==> src/rtl/sprite_blit_pkg.sv <==
// Shared types for the sprite blitter: FSM states, request modes and the
// per-pixel tag header carried through the ROM-latency delay line.
package sprite_blit_pkg;

    typedef enum logic [1:0] {
        ST_IDLE,
        ST_ERASE,
        ST_DRAW,
        ST_DRAIN
    } state_e;

    typedef enum logic [1:0] {
        MODE_DRAW  = 2'd0,
        MODE_ERASE = 2'd1,
        MODE_MOVE  = 2'd2
    } mode_e;

    localparam logic KIND_BG  = 1'b0;
    localparam logic KIND_SPR = 1'b1;

    typedef struct packed {
        logic valid;
        logic kind;
    } tag_hdr_t;

    // Full tag is {tag_hdr_t, x, y}.
    function automatic int unsigned tag_width(input int unsigned x_w, input int unsigned y_w);
        return 2 + x_w + y_w;
    endfunction

endpackage

==> src/rtl/sprite_blitter_if.sv <==
// Request handshake between a game-logic FSM (master) and the blitter (slave).
interface sprite_blitter_if #(
    parameter int unsigned nX = 10,
    parameter int unsigned nY = 9
);
    logic          req_valid;
    logic          req_ready;
    logic [1:0]    req_mode;
    logic [nX-1:0] req_x;
    logic [nY-1:0] req_y;
    logic          done;

    modport master (output req_valid, req_mode, req_x, req_y, input req_ready, done);
    modport slave  (input req_valid, req_mode, req_x, req_y, output req_ready, done);
endinterface

==> src/rtl/blit_delay_line.sv <==
// DEPTH-stage shift register that keeps pixel tags aligned with ROM read data.
module blit_delay_line #(
    parameter int unsigned WIDTH = 21,
    parameter int unsigned DEPTH = 1
) (
    input  logic             clk,
    input  logic             rst,
    input  logic [WIDTH-1:0] d,
    output logic [WIDTH-1:0] q
);
    logic [WIDTH-1:0] stage [DEPTH];

    always_ff @(posedge clk or posedge rst) begin
        if (rst) begin
            for (int unsigned i = 0; i < DEPTH; i++) stage[i] <= '0;
        end else begin
            stage[0] <= d;
            for (int unsigned i = 1; i < DEPTH; i++) stage[i] <= stage[i-1];
        end
    end

    assign q = stage[DEPTH-1];
endmodule

==> src/rtl/sprite_blitter.sv <==
// Request-driven sprite blitter: restores background under the old position,
// draws the sprite with colour-key transparency and clips at the screen edge.
module sprite_blitter
    import sprite_blit_pkg::*;
#(
    parameter int unsigned nX = 10,
    parameter int unsigned nY = 9,
    parameter int unsigned COLOR_DEPTH = 9,
    parameter int unsigned XSCREEN = 640,
    parameter int unsigned YSCREEN = 480,
    parameter int unsigned SPR_W = 60,
    parameter int unsigned SPR_H = 60,
    parameter int unsigned SPR_AW = 12,
    parameter int unsigned BG_AW = 19,
    parameter int unsigned ROM_LAT = 1,
    parameter logic [COLOR_DEPTH-1:0] TRANSPARENT_COLOR = 9'b111_000_111
) (
    input  logic                   Clock,
    input  logic                   Reset,
    sprite_blitter_if.slave        req,
    output logic [SPR_AW-1:0]      spr_addr,
    input  logic [COLOR_DEPTH-1:0] spr_data,
    output logic [BG_AW-1:0]       bg_addr,
    input  logic [COLOR_DEPTH-1:0] bg_data,
    output logic [nX-1:0]          VGA_x,
    output logic [nY-1:0]          VGA_y,
    output logic [COLOR_DEPTH-1:0] VGA_color,
    output logic                   VGA_write
);
    localparam int unsigned PXW   = (SPR_W > 1) ? $clog2(SPR_W) : 1;
    localparam int unsigned PYW   = (SPR_H > 1) ? $clog2(SPR_H) : 1;
    localparam int unsigned DCW   = $clog2(ROM_LAT + 1);
    localparam int unsigned TAG_W = tag_width(nX, nY);

    localparam logic [PXW-1:0]   PX_LAST = PXW'(SPR_W - 1);
    localparam logic [PYW-1:0]   PY_LAST = PYW'(SPR_H - 1);
    localparam logic [DCW-1:0]   DC_LAST = DCW'(ROM_LAT);
    localparam logic [nX:0]      XS      = (nX+1)'(XSCREEN);
    localparam logic [nY:0]      YS      = (nY+1)'(YSCREEN);
    localparam logic [BG_AW-1:0] XS_BG   = BG_AW'(XSCREEN);

    state_e         state;
    mode_e          mode_r;
    logic [nX-1:0]  prev_x, cur_x;
    logic [nY-1:0]  prev_y, cur_y;
    logic           prev_valid;
    logic [PXW-1:0] px;
    logic [PYW-1:0] py;
    logic [DCW-1:0] drain_cnt;
    logic           done_r;

    logic             in_erase, on_screen;
    logic [nX:0]      sx;
    logic [nY:0]      sy;
    tag_hdr_t         hdr_in, hdr_out;
    logic [TAG_W-1:0] tag_in, tag_out;
    logic [nX-1:0]    out_x;
    logic [nY-1:0]    out_y;

    assign req.req_ready = (state == ST_IDLE);
    assign req.done      = done_r;

    // Issue stage: one pixel per cycle, coordinates one bit wider so clipping sees overflow.
    always_comb begin
        in_erase  = (state == ST_ERASE);
        sx        = (nX+1)'(in_erase ? prev_x : cur_x) + (nX+1)'(px);
        sy        = (nY+1)'(in_erase ? prev_y : cur_y) + (nY+1)'(py);
        on_screen = ((state == ST_ERASE) || (state == ST_DRAW)) && (sx < XS) && (sy < YS);
        spr_addr  = '0;
        bg_addr   = '0;
        if (on_screen) begin
            if (in_erase) bg_addr  = BG_AW'(sy) * XS_BG + BG_AW'(sx);
            else          spr_addr = SPR_AW'(py) * SPR_AW'(SPR_W) + SPR_AW'(px);
        end
        hdr_in.valid = on_screen;
        hdr_in.kind  = in_erase ? KIND_BG : KIND_SPR;
        tag_in       = {hdr_in, sx[nX-1:0], sy[nY-1:0]};
    end

    blit_delay_line #(.WIDTH(TAG_W), .DEPTH(ROM_LAT)) u_tags (
        .clk (Clock),
        .rst (Reset),
        .d   (tag_in),
        .q   (tag_out)
    );

    assign hdr_out = tag_out[TAG_W-1 -: 2];
    assign out_x   = tag_out[nX+nY-1:nY];
    assign out_y   = tag_out[nY-1:0];

    always_ff @(posedge Clock or posedge Reset) begin
        if (Reset) begin
            VGA_write <= 1'b0;
            VGA_x     <= '0;
            VGA_y     <= '0;
            VGA_color <= '0;
        end else begin
            VGA_write <= hdr_out.valid &&
                         ((hdr_out.kind == KIND_BG) || (spr_data != TRANSPARENT_COLOR));
            if (hdr_out.valid) begin
                VGA_x     <= out_x;
                VGA_y     <= out_y;
                VGA_color <= (hdr_out.kind == KIND_SPR) ? spr_data : bg_data;
            end
        end
    end

    always_ff @(posedge Clock or posedge Reset) begin
        if (Reset) begin
            state      <= ST_IDLE;
            mode_r     <= MODE_DRAW;
            prev_x     <= '0;
            prev_y     <= '0;
            prev_valid <= 1'b0;
            cur_x      <= '0;
            cur_y      <= '0;
            px         <= '0;
            py         <= '0;
            drain_cnt  <= '0;
            done_r     <= 1'b0;
        end else begin
            done_r <= 1'b0;
            unique case (state)
                ST_IDLE: begin
                    if (req.req_valid) begin
                        cur_x     <= req.req_x;
                        cur_y     <= req.req_y;
                        px        <= '0;
                        py        <= '0;
                        drain_cnt <= '0;
                        if (req.req_mode == MODE_ERASE) begin
                            mode_r <= MODE_ERASE;
                            state  <= prev_valid ? ST_ERASE : ST_DRAIN;
                        end else if (req.req_mode == MODE_MOVE) begin
                            mode_r <= MODE_MOVE;
                            state  <= prev_valid ? ST_ERASE : ST_DRAW;
                        end else begin
                            mode_r <= MODE_DRAW;
                            state  <= ST_DRAW;
                        end
                    end
                end
                ST_ERASE, ST_DRAW: begin
                    if (px == PX_LAST) begin
                        px <= '0;
                        if (py == PY_LAST) begin
                            py <= '0;
                            // MOVE chains straight into DRAW; tags keep the two phases apart.
                            if (state == ST_ERASE && mode_r == MODE_MOVE) state <= ST_DRAW;
                            else                                          state <= ST_DRAIN;
                        end else begin
                            py <= py + 1'b1;
                        end
                    end else begin
                        px <= px + 1'b1;
                    end
                end
                ST_DRAIN: begin
                    if (drain_cnt == DC_LAST) begin
                        state  <= ST_IDLE;
                        done_r <= 1'b1;
                        if (mode_r == MODE_ERASE) begin
                            prev_valid <= 1'b0;
                        end else begin
                            prev_x     <= cur_x;
                            prev_y     <= cur_y;
                            prev_valid <= 1'b1;
                        end
                    end else begin
                        drain_cnt <= drain_cnt + 1'b1;
                    end
                end
                default: state <= ST_IDLE;
            endcase
        end
    end
endmodule

==> src/flat_wrapper.sv <==
// flat-port wrapper written by rule: the top's interface ports become plain ports
module sprite_blitter_flat import sprite_blit_pkg::*;
#(
    parameter int unsigned nX = 10,
    parameter int unsigned nY = 9,
    parameter int unsigned COLOR_DEPTH = 9,
    parameter int unsigned XSCREEN = 640,
    parameter int unsigned YSCREEN = 480,
    parameter int unsigned SPR_W = 60,
    parameter int unsigned SPR_H = 60,
    parameter int unsigned SPR_AW = 12,
    parameter int unsigned BG_AW = 19,
    parameter int unsigned ROM_LAT = 1,
    parameter logic [COLOR_DEPTH-1:0] TRANSPARENT_COLOR = 9'b111_000_111
)
  (Clock, Reset, spr_addr, spr_data, bg_addr, bg_data, VGA_x, VGA_y, VGA_color, VGA_write, req_req_valid, req_req_mode, req_req_x, req_req_y, req_req_ready, req_done);
  sprite_blitter_if #(.nX(nX), .nY(nY)) req_i ();
  input  logic Clock;
  input  logic Reset;
  output logic [SPR_AW-1:0] spr_addr;
  input  logic [COLOR_DEPTH-1:0] spr_data;
  output logic [BG_AW-1:0] bg_addr;
  input  logic [COLOR_DEPTH-1:0] bg_data;
  output logic [nX-1:0] VGA_x;
  output logic [nY-1:0] VGA_y;
  output logic [COLOR_DEPTH-1:0] VGA_color;
  output logic VGA_write;
  input wire logic [$bits(req_i.req_valid)-1:0] req_req_valid;
  input wire logic [$bits(req_i.req_mode)-1:0] req_req_mode;
  input wire logic [$bits(req_i.req_x)-1:0] req_req_x;
  input wire logic [$bits(req_i.req_y)-1:0] req_req_y;
  output wire logic [$bits(req_i.req_ready)-1:0] req_req_ready;
  output wire logic [$bits(req_i.done)-1:0] req_done;
  assign req_i.req_valid = req_req_valid;
  assign req_i.req_mode = req_req_mode;
  assign req_i.req_x = req_req_x;
  assign req_i.req_y = req_req_y;
  assign req_req_ready = req_i.req_ready;
  assign req_done = req_i.done;
  sprite_blitter #(.nX(nX), .nY(nY), .COLOR_DEPTH(COLOR_DEPTH), .XSCREEN(XSCREEN), .YSCREEN(YSCREEN), .SPR_W(SPR_W), .SPR_H(SPR_H), .SPR_AW(SPR_AW), .BG_AW(BG_AW), .ROM_LAT(ROM_LAT), .TRANSPARENT_COLOR(TRANSPARENT_COLOR)) u_core (.Clock(Clock), .Reset(Reset), .req(req_i), .spr_addr(spr_addr), .spr_data(spr_data), .bg_addr(bg_addr), .bg_data(bg_data), .VGA_x(VGA_x), .VGA_y(VGA_y), .VGA_color(VGA_color), .VGA_write(VGA_write));
endmodule
==> config.mk <==
export PLATFORM = sky130hd
export DESIGN_NAME = sprite_blitter_flat
export DESIGN_NICKNAME = d
export VERILOG_FILES = /design/src/rtl/sprite_blit_pkg.sv /design/src/rtl/sprite_blitter_if.sv /design/src/rtl/blit_delay_line.sv /design/src/rtl/sprite_blitter.sv /design/src/flat_wrapper.sv
export SDC_FILE = /design/constraint.sdc
export NUM_CORES = 1
export LEC_CHECK = 0
export BUFFER_PORTS_ARGS = -buffer_cell sky130_fd_sc_hd__buf_2
export CAP_MARGIN = 40
export CORE_ASPECT_RATIO = 1.25
export CORE_MARGIN = 4
export CORE_UTILIZATION = 54
export CTS_CLUSTER_DIAMETER = 60
export DETAILED_ROUTE_END_ITERATION = 6
export PLACE_DENSITY_LB_ADDON = 0.05
export REMOVE_ABC_BUFFERS = 1
export SLEW_MARGIN = 20
export SYNTH_ARGS = -nofsm -noshare
export SYNTH_HDL_FRONTEND = slang
export SYNTH_HIERARCHICAL = 1
export SYNTH_SLANG_ARGS = --single-unit
==> constraint.sdc <==
create_clock -name Clock -period 11.9 [get_ports Clock]
set_input_delay 1.19 -clock Clock [delete_from_list [all_inputs] [get_ports Clock]]
set_output_delay 1.19 -clock Clock [all_outputs]
set_load 0.05 [all_outputs]
After elaboration in Yosys (flattened, before gate mapping):

Index checks and enable logic that the tools add are counted.

* bits in registers: 107
* input port bits: 42
* word-level logic and storage cells: 92
* output and inout bits: 62

* muxes and demuxes: 32
* $lt $le $gt $ge: 2
* reductions and logical operators: 17
* multiply operators: 2
* bitwise logic cells: 2
* equality and inequality tests: 14
* $add $sub $neg: 7

Operators by type and width (number)
* 19-bit two-way mux: 2
* 12-bit two-way mux: 2
* 6-bit two-way mux: 4
* 6-bit case mux with 2 select lines: 2
* 2-bit two-way mux: 10
* 19-bit by 11-bit adder with 19-bit output: 1
* 9-bit two-way mux: 2
* 12-bit by 6-bit adder with 12-bit output: 1
* 6-bit by 1-bit adder with 6-bit output, second input constant: 2
* 6-bit equality test, second input constant: 2
* 10-bit by 3-bit multiplier with 12-bit output, second input constant: 1
* 11-bit by 6-bit adder with 11-bit output: 1
* 11-bit by 10-bit less-than comparator with 1-bit output, second input constant: 1
* 10-bit by 6-bit adder with 10-bit output: 1
* 10-bit by 9-bit less-than comparator with 1-bit output, second input constant: 1
* 6-bit by 4-bit multiplier with 10-bit output, second input constant: 1
* 10-bit two-way mux: 1
* 9-bit inequality test, second input constant: 1
* 2-bit equality test, second input constant: 4
* 2-bit AND reduction: 4
* 1-bit two-way mux: 7
* 2-bit by 1-bit equality test with 1-bit output, second input constant: 3
* 2-bit by 1-bit inequality test with 1-bit output, second input constant: 3
* 2-bit case mux with 3 select lines: 1
* 11 further kinds: 18

Depth between registers and ports, before layout:

* depth after elaboration: 7
* mapped depth: 23
* gate-level depth less buffers: 20

Hierarchy:

The synthesis kept the hierarchy.

By module, submodules not included
* sprite_blitter: instances 1, area an instance 6401.1 sq um, cells an instance 622
* blit_delay_line: instances 1, area an instance 529.3 sq um, cells an instance 22

Worst setup path after synthesis:

No wires, ideal clock.

* kind: register -> output
* from: register u_core.state[1]
* to: output bg_addr[18]
* arrival: 5948 ps
* cell stages (with the launch flop): 21
* data required time: 10710 ps
* slack: 4762 ps
* cells stage by stage: dfrtp_1 -> inv_1 -> ha_1 -> buf_6 -> buf_2 -> buf_1 -> mux2_2 -> ha_1 -> a21oi_1 -> nor2_1 -> or4_1 -> and2_1 -> ha_1 -> ha_1 -> nor2b_1 -> o31a_1 -> o31a_1 -> a21oi_2 -> nor4bb_1 -> xnor3_1 -> nor3b_1

* word-level cells in the longest chain between the ends: 7
* elaborated cells between the ends (all ways): 15

RTL lines
* start: declaration: line sprite_blitter.sv:42 `state_e state;`
* start signal: assignment: line sprite_blitter.sv:133 `state <= prev_valid ? ST_ERASE : ST_DRAIN;`
* start signal: assignment: line sprite_blitter.sv:136 `state <= prev_valid ? ST_ERASE : ST_DRAW;`
* 2-bit by 1-bit equality test with 1-bit output *: line sprite_blitter.sv:65 `in_erase = (state == ST_ERASE);`
* 9-bit two-way mux *: line sprite_blitter.sv:67 `sy = (nY+1)'(in_erase ? prev_y : cur_y) + (nY+1)'(py);`
* 10-bit by 6-bit adder with 10-bit output *: line sprite_blitter.sv:67
* named net u_core.sy[5]: line sprite_blitter.sv:54 `logic [nY:0] sy;`
* 10-bit by 3-bit multiplier with 12-bit output: line sprite_blitter.sv:72 `if (in_erase) bg_addr = BG_AW'(sy) * XS_BG + BG_AW'(sx);`
* 19-bit by 11-bit adder with 19-bit output: line sprite_blitter.sv:72
* 19-bit two-way mux: line sprite_blitter.sv:72
* 19-bit two-way mux *: line sprite_blitter.sv:71 `if (on_screen) begin`
* end: declaration: line flat_wrapper.sv:22 `output logic [BG_AW-1:0] bg_addr;`

The timed path passes the listed nets; every way through them passes the cells marked *.

Worst setup path in the final report:

Same ends and word-level chain as after synthesis.

==> impl_metrics.csv <==
group,metric,value,unit
outcome,status,"finished clean",
timing,setup_tns,0,ns
worst_setup_path,crit_end,"bg_addr[18]",
placement,gp_congestion,0.8620,
global_routing,overflow,0,
routing,highest_layer,"met4",
synthesis,ys_ff_latch,107,
worst_setup_path,cp.arrival,5.75,ns
routing,dr_wl_met3,601,µm
routing,drc,0,
synthesis,synth_simple_gate_area_share,12.85,%
timing,setup_viol,0,
worst_setup_path,crit_start,"u_core/state[1]",
global_routing,grt_pass1_wl,24580,µm
clock_tree,numCtsBuffers,9,
routing,ant_nets,0,
routing,m1WireLength,6300,µm
worst_setup_path,cp.depth,19,
clock_tree,postCtsSetupRepairBufs,0,
floorplanning,start_util,54.98,%
clock_tree,cts_resized,0,
clock_tree,holdBufCountCts,0,
floorplanning,num_rows,46,
global_routing,antenna_found_initial,0,
worst_setup_path,ff2ff_setup_slack,8.15,ns
floorplanning,die_area,14720,µm²
floorplanning,core_area,12600,µm²
global_routing,grt_pass1_vias,5177,
synthesis,synth_top_family_by_area,"multiplexers",
routing,drt_wl_total,14670,µm
timing,slew_headroom,40.34,%
synthesis,mappedNetlistArea,6930,µm²
worst_setup_path,critical_path_class,"reg2out",
worst_setup_path,path_cells,"inv_1 > ha_1 > buf_4 > mux2_2 > ha_1 > a21oi_1 > and4b_4 > or4_1 > and2_1 > ha_1 > ha_1 > nor2b_1 > o31a_1 > o31a_1 > a21oi_2 > nor4bb_1 > xnor3_1 > nor3b_1 > buf_2",
final_layout,drive_gt1_share,29.97,%
synthesis,synth_edf_count,0,
worst_setup_path,r2r_cells,14,
placement,placed_area,7635,µm²
synthesis,synth-xor-area-share,4.947,%
synthesis,synth_compound_area_share,11.77,%
synthesis,synth_cells,644,
synthesis,ys_types,67,
placement,dp_hpwl,11480,µm
synthesis,synth.area.mux_share,13.83,%
timing,tightestPinTransition,0.8873,ns
final_layout,syn2layout_area_growth,14.89,%
worst_setup_path,cpPeakStageDelay,0.43,ns
clock_tree,cts_htree_levels,3,
synthesis,synthAdderAreaFrac,13.61,%
clock_tree,numClockSinks,107,
worst_setup_path,crit_top_cell,"ha_1",
synthesis,postSynthAreaPerCell,10.76,µm²
worst_setup_path,slowest_stage,"nor4bb_1",
clock_tree,cts_tree,"yes",
run,maxCapViolCount,0,
timing,hold_violations,0,
clock_tree,cts_buffer_depth,2,
global_routing,grt_use_total,20.92,%
floorplanning,pin_count,104,
worst_setup_path,worst-path-buf-inv,3,
routing,wl_per_cell,15.91,µm
synthesis,synth_seq_area_share,38.64,%
worst_setup_path,cp-end-kind,"output port",
timing,fin_skew,0.01127,ns
placement,port_buffers,103,
worst_setup_path,rr_endpoint,"u_core/u_tags/q[20]",
worst_setup_path,cp_max_fo,27,
clock_tree,clock-root-buffer,"clkbuf_16",
timing,fin_crit_sh,58.29,%
worst_setup_path,r2r-start,"u_core/state[1]",
routing,drt-initial-drc-count,179,
synthesis,async_flop_share,100.0,%
worst_setup_path,worstSetupStartpointType,"flip-flop",
worst_setup_path,cp_top_family,"simple AND/OR/NAND/NOR gates",
final_layout,num_antenna_cells,0,
final_layout,final_area,7963,µm²
synthesis,yosys_most_used_dff,"dfrtp_1",
floorplanning,die-width,109.3,µm
routing,via_per_inst,5.462,
worst_setup_path,worstPathRequired,10.71,ns
routing,vias,5036,
timing,rsz0062_at_grt,"no",
worst_hold_path,min_path_type,"reg2reg",
routing,wl_met2,7508,µm
timing,drv_slew,0,
final_layout,nNetsFinal,858,
timing,fmax,144.2,MHz
routing,drt_pre_antenna_iters,4,
clock_tree,clock_latency,0.35,ns
clock_tree,clk_pin_slew,0.07,ns
floorplanning,die_h,134.7,µm
global_routing,grt_max_degree,61,
synthesis,yosysWarnings,6,
timing,period_needed,6.937,ns
-- kinds of logic after synthesis --
| group | Yosys count |
|---|---|
| adders and majority gates | 67 |
| AOI/OAI and AO/OA | 118 |
| DFF | 107 |
| buffers and inverters | 68 |
| and+or+nand+nor | 162 |
| muxes | 85 |
| xor gates and xnor gates | 36 |
| other | 1 |
-- cells in the mapped netlist (all sizes together), types with 12 or more instances --
library cell | number | share of area [%]
dfrtp | 107 | 39
o21ai | 29 | 2.1
ha | 53 | 9.6
inv | 51 | 2.8
nor2 | 36 | 1.9
buf | 12 | 1.3
nor2b | 17 | 1.6
fa | 14 | 4.0
a21oi | 33 | 2.4
nand2 | 25 | 1.4
mux2 | 73 | 12
mux2i | 12 | 1.9
nand3 | 12 | 1.2
xor2 | 16 | 2.0
nor3 | 30 | 2.4
xnor2 | 18 | 2.3
-- routing by layer --
metal | GRT usage [%] | vias up
met2 | 35.91 | 110
li1 | - | 2494
met1 | 26.18 | 2404
met4 | 7.900 | 0
met5 | 0 | -
met3 | 3.587 | 28
-- placed cells by master (no fill, tap or decap), types with 14 or more instances in the layout --
| cell | netlist | layout |
|---|---|---|
| xor2_1 | 16 | 16 |
| nor3_1 | 27 | 27 |
| o21ai_0 | 26 | 26 |
| nor2_1 | 36 | 36 |
| xnor2_1 | 18 | 18 |
| buf_2 | 1 | 103 |
| a21oi_1 | 32 | 31 |
| fa_1 | 14 | 14 |
| nor2b_1 | 16 | 16 |
| ha_1 | 53 | 53 |
| dfrtp_1 | 107 | 107 |
| inv_1 | 51 | 50 |
| mux2_2 | 72 | 72 |
| nand2_1 | 25 | 25 |
-- state kept, by name (all words and copies together) (netlist names), 2 cells and up --
name and count:
u_core/prev_y 9, u_core/px 6, u_core/VGA_x 10, u_core/state 2, u_core/cur_y 9, u_core/mode_r 2, u_core/py 6, u_core/prev_x 10
u_core/VGA_y 9, u_core/u_tags/q 21, u_core/VGA_color 9, u_core/cur_x 10
-- through the flow --
step | util [%] | hold WS, ns | worst slack, ns | std cells
after floorplan | - | 0.4543 | 4.717 | 627
after global placement | 60.23 | 0.4584 | 5.588 | 903
after detailed placement | 60.57 | 0.4663 | 5.312 | 905
after CTS | 63.01 | 0.4826 | 4.912 | 921
after global routing | 63.17 | 0.4990 | 4.611 | 922
final | 63.17 | 0.4803 | 4.963 | 922
-- final cells by class --
| class | instances | area [µm²] |
|---|---|---|
| multi-input combinational | 469 | 3959 |
| timing repair buffer | 111 | 615.6 |
| inverter | 51 | 192.7 |
| sequential | 107 | 2678 |
| clock buffer | 9 | 225.2 |
| tap | 168 | 210.2 |
| fill | 1037 | 4642 |
| clock inverter | 7 | 82.58 |
-- how the worst min path moves through the flow --
stage | from | end | depth (start not counted)
finish | u_core/u_tags/q[1] | u_core/VGA_y[1] | 1
global route | u_core/u_tags/q[10] | u_core/VGA_x[1] | 1
CTS | u_core/u_tags/q[17] | u_core/VGA_x[8] | 1
detailed placement | u_core/u_tags/q[17] | u_core/VGA_x[8] | 1
global placement | u_core/u_tags/q[4] | u_core/VGA_y[4] | 1
floorplan | u_core/u_tags/q[9] | u_core/VGA_x[0] | 1
Power is not shown: default switching activity piles up to over one toggle a cycle in this logic, so the estimate is an artifact.
